## src/rtl/game_screen_ctl_pkg.sv

```systemverilog
// Shared definitions for the Death Race screen sequencer: phase encodings and bus sizing.
`timescale 1ns/1ps
package game_screen_ctl_pkg;

  // Shared VGA bus size: hcount, vcount, syncs, blanks and rgb.
  localparam int unsigned VGA_BUS_W = 38;

  typedef enum logic [1:0] {
    PH_START = 2'd0,
    PH_COUNT = 2'd1,
    PH_RACE  = 2'd2,
    PH_OVER  = 2'd3
  } phase_e;

  localparam logic [1:0] SEC_INIT = 2'd3;

endpackage

```

## src/rtl/game_screen_ctl_click_sync.sv

```systemverilog
// Two-flop synchroniser for an asynchronous button level, followed by a rising-edge pulse.
`timescale 1ns/1ps
module click_sync (
  input  logic clk,
  input  logic rst,
  input  logic btn_async,
  output logic pulse
);

  logic btn_meta_q;
  logic btn_sync_q;
  logic btn_prev_q;

  always_ff @(posedge clk or posedge rst) begin
    if (rst) begin
      btn_meta_q <= 1'b0;
      btn_sync_q <= 1'b0;
      btn_prev_q <= 1'b0;
    end else begin
      btn_meta_q <= btn_async;
      btn_sync_q <= btn_meta_q;
      btn_prev_q <= btn_sync_q;
    end
  end

  assign pulse = btn_sync_q & ~btn_prev_q;

endmodule

```

## src/rtl/game_screen_ctl.sv

```systemverilog
// Game phase sequencer: frame-aligned phase FSM, countdown/hold counters and VGA layer mux.
`timescale 1ns/1ps
module game_screen_ctl
  import game_screen_ctl_pkg::*;
#(
  parameter int unsigned BUS_W          = VGA_BUS_W,
  parameter int unsigned FRAMES_PER_SEC = 60,
  parameter int unsigned OVER_HOLD      = 120
) (
  input  logic             pclk,
  input  logic             rst,
  input  logic             vsync_in,
  input  logic             mouse_left,
  input  logic             crash,
  input  logic [BUS_W-1:0] vga_start,
  input  logic [BUS_W-1:0] vga_race,
  input  logic [BUS_W-1:0] vga_over,
  output logic [BUS_W-1:0] vga_out,
  output logic             game_run,
  output logic             game_rst,
  output logic [1:0]       countdown,
  output logic [1:0]       phase
);

  localparam logic [7:0] FrmLast = 8'(FRAMES_PER_SEC - 1);
  localparam logic [7:0] Hold    = 8'(OVER_HOLD);

  logic       click;
  logic       vsync_q;
  logic       tick;
  logic       click_pend;
  logic       crash_pend;
  logic       click_now;
  logic       crash_now;
  logic       start_d;
  phase_e     state_q, state_d;
  logic [1:0] sec_q, sec_d;
  logic [7:0] frm_q, frm_d;
  logic [BUS_W-1:0] bus_sel;

  click_sync u_click_sync (
    .clk       (pclk),
    .rst       (rst),
    .btn_async (mouse_left),
    .pulse     (click)
  );

  assign tick = vsync_in & ~vsync_q;

  // An event arriving on the tick cycle itself still counts for that tick.
  assign click_now = click | click_pend;
  assign crash_now = crash | crash_pend;

  always_ff @(posedge pclk or posedge rst) begin
    if (rst) begin
      vsync_q    <= 1'b0;
      click_pend <= 1'b0;
      crash_pend <= 1'b0;
    end else begin
      vsync_q <= vsync_in;
      if (tick) begin
        click_pend <= 1'b0;
        crash_pend <= 1'b0;
      end else begin
        if (click) click_pend <= 1'b1;
        if (crash) crash_pend <= 1'b1;
      end
    end
  end

  always_comb begin
    state_d = state_q;
    sec_d   = sec_q;
    frm_d   = frm_q;
    start_d = 1'b0;
    if (tick) begin
      unique case (state_q)
        PH_START: begin
          if (click_now) begin
            state_d = PH_COUNT;
            sec_d   = SEC_INIT;
            frm_d   = 8'd0;
            start_d = 1'b1;
          end
        end
        PH_COUNT: begin
          if (frm_q == FrmLast) begin
            frm_d = 8'd0;
            if (sec_q == 2'd1) state_d = PH_RACE;
            else               sec_d   = sec_q - 2'd1;
          end else begin
            frm_d = frm_q + 8'd1;
          end
        end
        PH_RACE: begin
          if (crash_now) begin
            state_d = PH_OVER;
            frm_d   = 8'd0;
          end
        end
        PH_OVER: begin
          if (frm_q >= Hold && click_now) begin
            state_d = PH_START;
          end else if (frm_q < Hold) begin
            frm_d = frm_q + 8'd1;
          end
        end
        default: ;
      endcase
    end
  end

  // The mux follows the post-tick state so the new layer appears right after the tick.
  always_comb begin
    bus_sel = '0;
    unique case (state_d)
      PH_START:          bus_sel = vga_start;
      PH_COUNT, PH_RACE: bus_sel = vga_race;
      PH_OVER:           bus_sel = vga_over;
      default:           bus_sel = '0;
    endcase
  end

  always_ff @(posedge pclk or posedge rst) begin
    if (rst) begin
      state_q   <= PH_START;
      sec_q     <= 2'd0;
      frm_q     <= 8'd0;
      game_run  <= 1'b0;
      game_rst  <= 1'b0;
      countdown <= 2'd0;
      vga_out   <= '0;
    end else begin
      state_q   <= state_d;
      sec_q     <= sec_d;
      frm_q     <= frm_d;
      game_run  <= (state_d == PH_RACE);
      game_rst  <= start_d;
      countdown <= (state_d == PH_COUNT) ? sec_d : 2'd0;
      vga_out   <= bus_sel;
    end
  end

  assign phase = state_q;

endmodule

```

## config.mk

```make
export PLATFORM = sky130hd
export DESIGN_NAME = game_screen_ctl
export DESIGN_NICKNAME = d
export VERILOG_FILES = /design/src/rtl/game_screen_ctl_pkg.sv /design/src/rtl/game_screen_ctl_click_sync.sv /design/src/rtl/game_screen_ctl.sv
export SDC_FILE = /design/constraint.sdc
export NUM_CORES = 1
export LEC_CHECK = 0
export ABC_AREA = 0
export CAP_MARGIN = 20
export CELL_PAD_IN_SITES_DETAIL_PLACEMENT = 1
export CELL_PAD_IN_SITES_GLOBAL_PLACEMENT = 2
export CORE_MARGIN = 2
export CORE_UTILIZATION = 20
export CTS_CLUSTER_DIAMETER = 150
export DETAILED_ROUTE_END_ITERATION = 10
export PLACE_DENSITY = 0.72
export SLEW_MARGIN = 20
export SYNTH_ARGS = -nofsm -noshare
export SYNTH_HDL_FRONTEND = slang
export SYNTH_HIERARCHICAL = 1
export SYNTH_SLANG_ARGS = --single-unit
```

## constraint.sdc

```tcl
create_clock -name pclk -period 2.7 [get_ports pclk]
set_clock_uncertainty 0.15 [all_clocks]
set_input_delay 0.27 -clock pclk [delete_from_list [all_inputs] [get_ports pclk]]
set_output_delay 0.27 -clock pclk [all_outputs]
set_load 0.02 [all_outputs]
```

==> run metrics <==
Max clock buf depth=2; power per cell area=1090 nW/um^2; Hold EP=u_click_sync/btn_sync_q; DR pass1 iterations=4; largest net degree at the start of global routing=41; Worst Path Max Fanout=9; asr flop ratio synth=100%; Cell Area, Synth=between 3000 and 4000 um^2; # setup viols final=0; Final period util=a little over nine tenths; CP arrival=around 2.6 ns; crit path cell chain=ha_4, nand4_1, or3_4, a32oi_4, ha_4, nor2b_4, buf_12, a22oi_1, o31ai_1; die area=between 15000 and 20000 um^2; most numerous cell in the Yosys netlist=dfrtp_1; Diodes inserted=0; Nets=582; Vias=3024; WHS Path Cells=0; total negative slack=0 ns; Post CTS Setup Buffer Count=0; leading area contributor after synthesis=dfrtp_1; DRC Markers=0; Worst slew margin=58.1%; Core Area=roughly 15000 um^2; WP data required=~2.8 ns; Tightest Hold Check Type=reg2reg; RD Place Congestion=0.779; Peak supply drop=between 400 and 500 uV; Reg area=around 1500 um^2; Skew-Pair Late Insertion Delay=0.34 ns; Warnings, synthesis=6; FILL cells=1707; Layout Utilization=36.5%; vias in the first global route=3324; WL per Instance=around 18 um; worst slew pin tran=0.621 ns; DR vias/cell=4.65; CP delay by family, top=simple AND/OR/NAND/NOR gates; CTS HTree Levels=3; number of synthesized flops with an enable pin=0; Sink Count=60; run status=finished clean; RR Endpoint=vga_out[31]; Worst Setup SP=frm_q[0]; area added between synthesis and finish=79.0%; Synth Register Bits=60; I/O Buffers=~160; syn nets=between 400 and 500; Worst Setup End Kind=flop; slack of the critical path=0.128 ns; Fmax=389 MHz; post-synth cell types=41; clk slew on worst S/H paths=about 0.050 ns; Detail Route Antenna Nets=0; r2r setup slk=0.13 ns; Root Buffer=clkbuf_16; CTS tree=done; Yosys top cell area share=48.8%; initial core utilization=20.4%; multi-input logic area=1580 um^2; die width=~130 um; DP Worst Slack=0.00485 ns; TritonCTS Buffers=9; P_leak=about 2.1 nW; first-pass GRT wire length=17700 um; share of cells above drive strength 1=17.9%; Overall Power=5.99 mW; Final Slew Violations=0; max incr delay on CP=0.45 ns; RSZ-0062 raised after global routing=false; max cap viols=0; I/O Pins=~160; min-delay src=u_click_sync/btn_meta_q; floorplan row count=45; cell count after synthesis=289; ranking of synthesized cells by area=dfrtp_1 49%, o31ai_1 11%, a22oi_1 9.0%; CP Class=reg2reg; routed wire length=11500 um; Commonest cells post-synth=60 x dfrtp_1, 44 x o31ai_1, 40 x nand2b_1; total grt overflow=0; Worst path slowest cell=or3_4; Tot GR Track Use=about 14%; sequential share of the synthesized area=48.8%; cell count of the worst reg-to-reg path=9; DR iter-0 viols=around 120; worst flop-to-flop path startpoint=frm_q[0]; die height=128 um; cell mode on critical path=ha_4; Post-Syn Area per Cell=10.6 um^2; min cycle time layout=2.57 ns; final hold violation count=0; critical path startpoint category=flop; Main synth FF type=dfrtp_1; hpwl dp=8280 um; Bufs and invs on worst path=1; initial antenna violation count=0
-- state kept, by name, indices dropped and copies added (netlist names), 2 cells and up --
| name | count |
|---|---|
| countdown | 2 |
| frm_q | 8 |
| phase | 2 |
| sec_q | 2 |
| vga_out | 38 |
-- logic make-up after synthesis --
kind of cell             synth area share, %
adder cells (fa/ha/maj)                 2.03
flip-flops                              48.8
AO/OA/AOI/OAI                           25.7
AND/OR/NAND/NOR                         17.1
buffers and inverters                   6.31
-- layout make-up --
| type | instances | area share, % |
|---|---|---|
| inverter | 11 | 0.750 |
| sequential | 60 | 27.3 |
| multi-input combinational | 194 | 28.7 |
| clock inverter | 4 | 0.863 |
| timing repair buffer | 182 | 33.4 |
| tap | 188 | 4.27 |
| clock buffer | 12 | 4.66 |
-- per-stage QoR --
| step | std cells | instance area, um^2 | hold WS, ns |
|---|---|---|---|
| after global placement | 633 | 5150 | 0.193 |
| after floorplan | 289 | 3330 | -0.126 |
| after global routing | 651 | 5510 | 0.229 |
| after CTS | 650 | 5460 | 0.218 |
| final | 651 | 5510 | 0.209 |
| after detailed placement | 633 | 5150 | 0.189 |
-- power by group --
part | leakage (nW) | switching [mW] | total, mW | internal (mW)
registers | 0.736 | 0.176 | 1.46 | 1.28
logic | 1.26 | 1.78 | 3.36 | 1.58
clock network | 0.149 | 0.414 | 1.18 | 0.761
-- how the worst max path moves through the flow --
stage	end	slack, ns	depth (start not counted)
6_report	vga_out[31]	0.13	9
2_1_floorplan	vga_out[10]	0.008	10
4_1_cts	vga_out[34]	0.12	10
5_1_grt	vga_out[31]	0.02	9
3_3_place_gp	vga_out[23]	0.06	10
3_5_place_dp	vga_out[23]	0.005	10
-- metal layers --
layer | global-route usage (%) | routed length, um | up-vias
met1 | 15.7 | 4670 | 1479
met2 | 24.6 | 5790 | 95
met4 | 5.37 | 202 | 0
li1 | - | - | 1435
met5 | 0 | 0 | -
met3 | 5.30 | 839 | 15
-- placed cells by master (no fill, tap or decap), drive strengths merged, types with 2 or more instances in the layout --
| master | synthesis | routed |
|---|---|---|
| nor2b | 3 | 3 |
| a22oi | 37 | 37 |
| inv | 11 | 11 |
| nand2b | 40 | 40 |
| or3 | 2 | 2 |
| nor2 | 9 | 9 |
| and4 | 2 | 2 |
| nand2 | 4 | 4 |
| a21oi | 8 | 8 |
| nor4 | 3 | 3 |
| dfrtp | 60 | 60 |
| o21ai | 4 | 4 |
| clkdlybuf4s50 | 0 | 162 |
| nand3 | 5 | 5 |
| buf | 10 | 18 |
| nand4 | 3 | 3 |
| nor3 | 2 | 2 |
| o41ai | 3 | 3 |
| o31ai | 44 | 44 |
| clkbuf | 14 | 13 |
| clkinv | 0 | 2 |
| ha | 5 | 5 |
| or4 | 5 | 5 |
-- worst register-to-register path, stage by stage (launching register included) --
cell and delay [ns]:
dfrtp_1 0.40, ha_4 0.18, nand4_1 0.19, or3_4 0.45, a32oi_4 0.23, ha_4 0.24
nor2b_4 0.16, buf_12 0.15, a22oi_1 0.19, o31ai_1 0.11
-- timing repair --
| item | 4_1_cts | 5_1_grt |
|---|---|---|
| hold endpoints to repair | 3 | 0 |
| endpoints found under the setup margin | 0 | 31 |
| gates resized for setup | 0 | 3 |
| hold buffers | 1 | 0 |
Note: power is estimated with default switching activity, not from simulation.
